File: src/rtl/column_select_ctrl.sv
// -----------------------------------------------------------------------------
// column_select_ctrl
//
// Column-select sequencer for a memory array. It accepts a burst request
// (first column plus length-minus-one). For each column in the burst it
// optionally runs one bitline precharge cycle, then drives a one-hot column
// select for one cycle. The column address increments and wraps modulo
// NUM_COLS.
//
// Build option:
//   COLUMN_SELECT_PRECHARGE_EN  when defined, each select is preceded by one
//                               PRECHARGE cycle. When undefined, selects run
//                               back to back and precharge is tied low.
//
// Ports:
//   clk         in   rising-edge clock
//   rst         in   synchronous active-high reset
//   req_valid   in   request present
//   req_ready   out  block idle and able to accept a request
//   req_addr    in   first column of the burst       [ADDR_WIDTH]
//   req_len     in   burst length minus one          [LEN_WIDTH]
//   col_select  out  registered one-hot column select [NUM_COLS]
//   col_valid   out  col_select carries an asserted column
//   col_addr    out  binary index of the asserted column (0 when idle)
//   precharge   out  bitline precharge phase active
//   busy        out  burst in progress
// -----------------------------------------------------------------------------
module column_select_ctrl #(
   parameter int ADDR_WIDTH = 4,
   parameter int LEN_WIDTH  = 3
) (
   input  logic                       clk,
   input  logic                       rst,
   input  logic                       req_valid,
   output logic                       req_ready,
   input  logic [ADDR_WIDTH-1:0]      req_addr,
   input  logic [LEN_WIDTH-1:0]       req_len,
   output logic [(2**ADDR_WIDTH)-1:0] col_select,
   output logic                       col_valid,
   output logic [ADDR_WIDTH-1:0]      col_addr,
   output logic                       precharge,
   output logic                       busy
);

   localparam int NUM_COLS = 2**ADDR_WIDTH;

`ifdef COLUMN_SELECT_PRECHARGE_EN
   typedef enum logic [1:0] {
      IDLE      = 2'd0,
      PRECHARGE = 2'd1,
      SELECT    = 2'd2
   } state_t;
`else
   typedef enum logic [1:0] {
      IDLE      = 2'd0,
      SELECT    = 2'd2
   } state_t;
`endif

   state_t                state_p0, state_nxt;
   logic [ADDR_WIDTH-1:0] addr_p0,  addr_nxt;
   logic [LEN_WIDTH-1:0]  cnt_p0,   cnt_nxt;
   logic                  handshake;

   function automatic logic [NUM_COLS-1:0] onehot(input logic [ADDR_WIDTH-1:0] a);
      logic [NUM_COLS-1:0] v;
      v    = '0;
      v[a] = 1'b1;
      return v;
   endfunction

   assign req_ready = (state_p0 == IDLE) && !rst;
   assign handshake = req_valid && req_ready;

   // Next-state: the address/count are latched only on handshake, so req_*
   // activity during a burst cannot disturb it.
   always_comb begin
      state_nxt = state_p0;
      addr_nxt  = addr_p0;
      cnt_nxt   = cnt_p0;
      case (state_p0)
         IDLE: begin
            if (handshake) begin
               addr_nxt  = req_addr;
               cnt_nxt   = req_len;
`ifdef COLUMN_SELECT_PRECHARGE_EN
               state_nxt = PRECHARGE;
`else
               state_nxt = SELECT;
`endif
            end
         end
`ifdef COLUMN_SELECT_PRECHARGE_EN
         PRECHARGE: state_nxt = SELECT;
`endif
         SELECT: begin
            if (cnt_p0 != '0) begin
               addr_nxt  = addr_p0 + ADDR_WIDTH'(1);
               cnt_nxt   = cnt_p0 - LEN_WIDTH'(1);
`ifdef COLUMN_SELECT_PRECHARGE_EN
               state_nxt = PRECHARGE;
`else
               state_nxt = SELECT;
`endif
            end else begin
               state_nxt = IDLE;
            end
         end
         default: state_nxt = IDLE;
      endcase
   end

   // State and output registers. Outputs are decoded from the next state so
   // col_select comes straight from flops and lines up with the state.
   always_ff @(posedge clk) begin
      if (rst) begin
         state_p0   <= IDLE;
         addr_p0    <= '0;
         cnt_p0     <= '0;
         col_select <= '0;
         col_valid  <= 1'b0;
         col_addr   <= '0;
         busy       <= 1'b0;
      end else begin
         state_p0   <= state_nxt;
         addr_p0    <= addr_nxt;
         cnt_p0     <= cnt_nxt;
         col_select <= (state_nxt == SELECT) ? onehot(addr_nxt) : '0;
         col_valid  <= (state_nxt == SELECT);
         col_addr   <= (state_nxt == SELECT) ? addr_nxt : '0;
         busy       <= (state_nxt != IDLE);
      end
   end

`ifdef COLUMN_SELECT_PRECHARGE_EN
   always_ff @(posedge clk) begin
      if (rst) begin
         precharge <= 1'b0;
      end else begin
         precharge <= (state_nxt == PRECHARGE);
      end
   end
`else
   assign precharge = 1'b0;
`endif

endmodule

File: config.mk
export PLATFORM = sky130hd
export DESIGN_NAME = column_select_ctrl
export DESIGN_NICKNAME = d
export VERILOG_FILES = /design/src/rtl/column_select_ctrl.sv
export SDC_FILE = /design/constraint.sdc
export NUM_CORES = 1
export LEC_CHECK = 0
export CORE_ASPECT_RATIO = 0.8
export CORE_MARGIN = 5
export CORE_UTILIZATION = 45
export DETAILED_ROUTE_END_ITERATION = 10
export GPL_ROUTABILITY_DRIVEN = 0
export PLACE_DENSITY = 0.85
export SYNTH_ARGS = -nofsm -noshare
export SYNTH_HDL_FRONTEND = slang
export SYNTH_SLANG_ARGS = --single-unit
export TNS_END_PERCENT = 20
File: constraint.sdc
create_clock -name clk -period 2.4 [get_ports clk]
set_clock_uncertainty 0.15 [all_clocks]
set_input_delay 0.24 -clock clk [delete_from_list [all_inputs] [get_ports clk]]
set_output_delay 0.24 -clock clk [all_outputs]
set_load 0.01 [all_outputs]
==> results of run 1 <==
==> sequential cells by signal, summed over array words and instances (netlist names) <==
register,cells
addr_p0,4
col_select,16
col_addr,4
state_p0,2
busy,1
col_valid,1
cnt_p0,3
==> metal layers <==
metal  wire length, µm  up-vias
met1              1160      466
li1                  -      482
met4                60        0
met2              1220       32
met3               167        7
met5                 0        -
==> per-stage QoR <==
| step | instances | power [W] | setup slack (ns) | area, µm² |
|---|---|---|---|---|
| CTS | 194 | 0.000911 | 0.222 | 1550 |
| global route | 194 | 0.000946 | 0.0419 | 1550 |
| finish | 194 | 0.000905 | 0.173 | 1550 |
| detailed placement | 186 | 0.000638 | 0.131 | 1500 |
| floorplan | 122 | 0.000600 | 0.426 | 1150 |
| global placement | 186 | 0.000635 | 0.222 | 1500 |
==> cells in the mapped netlist, drive strengths merged, types with 2 or more instances <==
cell / n / share of area
nor2b: 2 / 0.011
a21oi: 5 / 0.022
nand2b: 4 / 0.022
or3: 2 / 0.011
a32oi: 3 / 0.023
nor3: 9 / 0.039
nand2: 9 / 0.029
ha: 3 / 0.033
inv: 8 / 0.026
dfxtp: 31 / 0.54
a211oi: 2 / 0.013
nor2: 17 / 0.055
o21ai: 2 / 0.012
buf: 5 / 0.029
nor4: 2 / 0.011
==> final cells by class <==
class / instances / area, µm² / area share
flip-flops and latches: 31 / 621 / 0.401
multi-input cells: 77 / 465 / 0.301
repair buffers: 34 / 335 / 0.217
clock buffers: 7 / 45.0 / 0.0291
well taps: 36 / 45.0 / 0.0291
inverters: 8 / 30.0 / 0.0194
clock inverters: 1 / 5.00 / 0.00324
==> worst max-delay path: stages (launching register included) <==
cell and delay [ns]:
dfxtp_1 0.55, nor2b_1 0.53, a32oi_1 0.26, nand2b_1 0.25, or3_1 0.34, nor2_1 0.08
==> kinds of logic (layout without fill, tap and decap cells) <==
| kind of cell | after synthesis | count (layout) |
|---|---|---|
| buffers and inverters | 14 | 50 |
| adder cells (fa/ha/maj) | 3 | 3 |
| XOR/XNOR | 1 | 1 |
| AND/OR/NAND/NOR | 52 | 52 |
| flip-flops | 31 | 31 |
| AO/OA/AOI/OAI | 19 | 19 |
| other | 1 | 2 |
==> cell usage in the layout (no fill, tap or decap), types with 2 or more instances in the layout <==
master / synthesis / layout
clkdlybuf4s50_1: 0 / 32
dfxtp_1: 31 / 31
nor2_1: 17 / 17
nor3_1: 9 / 9
nand2_1: 9 / 9
inv_1: 8 / 8
a21oi_1: 5 / 5
clkbuf_4: 0 / 5
nand2b_1: 4 / 4
a32oi_1: 3 / 3
ha_1: 3 / 3
nor2b_1: 2 / 2
or3_1: 2 / 2
nor4_1: 2 / 2
a211oi_1: 2 / 2
conb_1: 1 / 2
clkbuf_1: 1 / 2
buf_4: 1 / 2
==> final timing paths <==
path | startpoint | endpoint | slack, ns
hold reg to reg | addr_p0[1] | addr_p0[1] | 0.35
setup reg to reg | state_p0[1] | col_select[10] | 0.17
setup / recovery | state_p0[1] | col_select[10] | 0.17
hold / removal | addr_p0[1] | addr_p0[1] | 0.35
==> power breakdown <==
part | total [W] | internal [W] | switching [W] | leakage (nW)
combinational | 0.0000928 | 0.0000429 | 0.0000499 | 0.316
clock | 0.000277 | 0.000114 | 0.000163 | 0.0293
sequential | 0.000535 | 0.000525 | 0.00000971 | 0.251
==> summary.md, run 1 <==
| Metric | Value |
|---|---|
| Run status | `finished, final reports clean` |
| RSZ-0062 raised after global routing | `false` |
| Synthesized-area fraction occupied by and/or/nand/nor cells | `0.233` |
| Worst Setup End Kind | `flip-flop` |
| Row Count | `16` |
| Slew headroom | `0.526` |
| Worst Hold Class | `reg -> reg` |
| Die area | `between 3000 and 4000 µm²` |
| Via density | `a little over 5` |
| Syn_area_per_cell | `between 9 and 10 µm²` |
| Boundary Pins | `34` |
| CP Launch Type | `flip-flop` |
| Max-slew violation count | `0` |
| DR iter-0 viols | `27` |
| First-pass GRT wire length | `approximately 4300 µm` |
| Final Hold Vio Count | `0` |
| Initial antenna violation count | `0` |
| Fillers | `~230` |
| Final Net Count | `170` |
| Sequential fraction of the synthesis area | `0.540` |
| Setup bufs post-CTS | `0` |
| Busiest layer in global routing | `met2` |
| Post-synth cell types | `35` |
| Worst vdd ir | `approximately 300 µV` |
| #FFs+latches synth | `31` |
| Port buffer count | `32` |
| Cts hold-fix bufs | `0` |
| Initial Util | `0.471` |
| Area growth from synthesis to layout | `34.5%` |
| Layout cells sized above 1 | `0.0696` |
| Critical path class | `reg -> reg` |
| Worst Tran Pin Value | `0.711 ns` |
| Final HPWL DP | `~2000 µm` |
| WHS Path Cells | `2` |
| Wire length per cell | `roughly 13 µm` |
| Worst-path clk slew | `around 0.090 ns` |
| Fmax | `449 MHz` |
| Remaining antenna violation count | `0` |
| Synthesized area | `between 1000 and 1500 µm²` |
| GRT Residual Overflow | `0` |
| Worst R2R Path Depth | `5` |
| Final setup vio count | `0` |
| CP Data Arrival Time | `approximately 2.4 ns` |
| Crit path max fanout | `9` |
| Die Y | `~55 µm` |
| Min Tclk post-route | `2.23 ns` |
| Xor and xnor area share after synthesis | `0.00762` |
| Largest family of logic cells by synthesized area | `simple AND/OR/NAND/NOR gates` |
| Final core occ | `0.633` |
| Vias in the first global route | `~900` |
| Die width | `between 60 and 70 µm` |
| Post-CTS sizing | `0` |
| Met2 Use GR | `0.240` |
| Clock tree buffer depth | `2` |
| Clock Latency Late Sink | `about 0.34 ns` |
| Largest net degree at the start of global routing | `11` |
| Post-route clock period utilization | `0.928` |
| Number of synthesis warnings | `0` |
| CTS root buf | `clkbuf_4` |
| CTS tree | `yes` |
| Core Box Area | `~2400 µm²` |
| Compound-Gate Fraction of Synth Area | `0.125` |
| H-tree depth | `2` |
| Post-synthesis adder-cell area fraction | `0.0326` |
| Leak | `0.597 nW` |
| Cts bufs inserted | `5` |
| Power density cells | `just under 600 nW/µm²` |
| Mux cell area share after synthesis | `0` |
| Required time worst endpoint | `about 2.5 ns` |
| DRC errors left | `0` |
| Max Cap Viol | `0` |
| Asr flop ratio synth | `0` |
| Met1 Track Usage GR | `0.195` |
| First-pass iteration count of the detailed router | `4` |
| Clock Sinks | `31` |
| Total GRT Usage | `0.160` |
| Main synth FF type | `dfxtp_1` |
| Number of synthesized flops with an enable pin | `0` |
| Vias | `around 990` |
| GR Util met3 | `0.0669` |
| Setup TNS | `0 ns` |
| WL final | `around 2600 µm` |
| Cells after Synth | `around 120` |
| Tightest hold margin | `about 0.35 ns` |
| Ant diodes | `0` |
Power figures use the tool's default switching activity.
==> inputs of run 2 (changes only) <==
--- a/config.mk
+++ b/config.mk
@@ -9,7 +9,7 @@
 export CORE_MARGIN = 5
 export CORE_UTILIZATION = 45
 export DETAILED_ROUTE_END_ITERATION = 10
-export GPL_ROUTABILITY_DRIVEN = 0
+export GPL_ROUTABILITY_DRIVEN = 1
 export PLACE_DENSITY = 0.85
 export SYNTH_ARGS = -nofsm -noshare
 export SYNTH_HDL_FRONTEND = slang
==> results of run 2 <==
Final layout, timing and power as in run 1 (identical DEF).
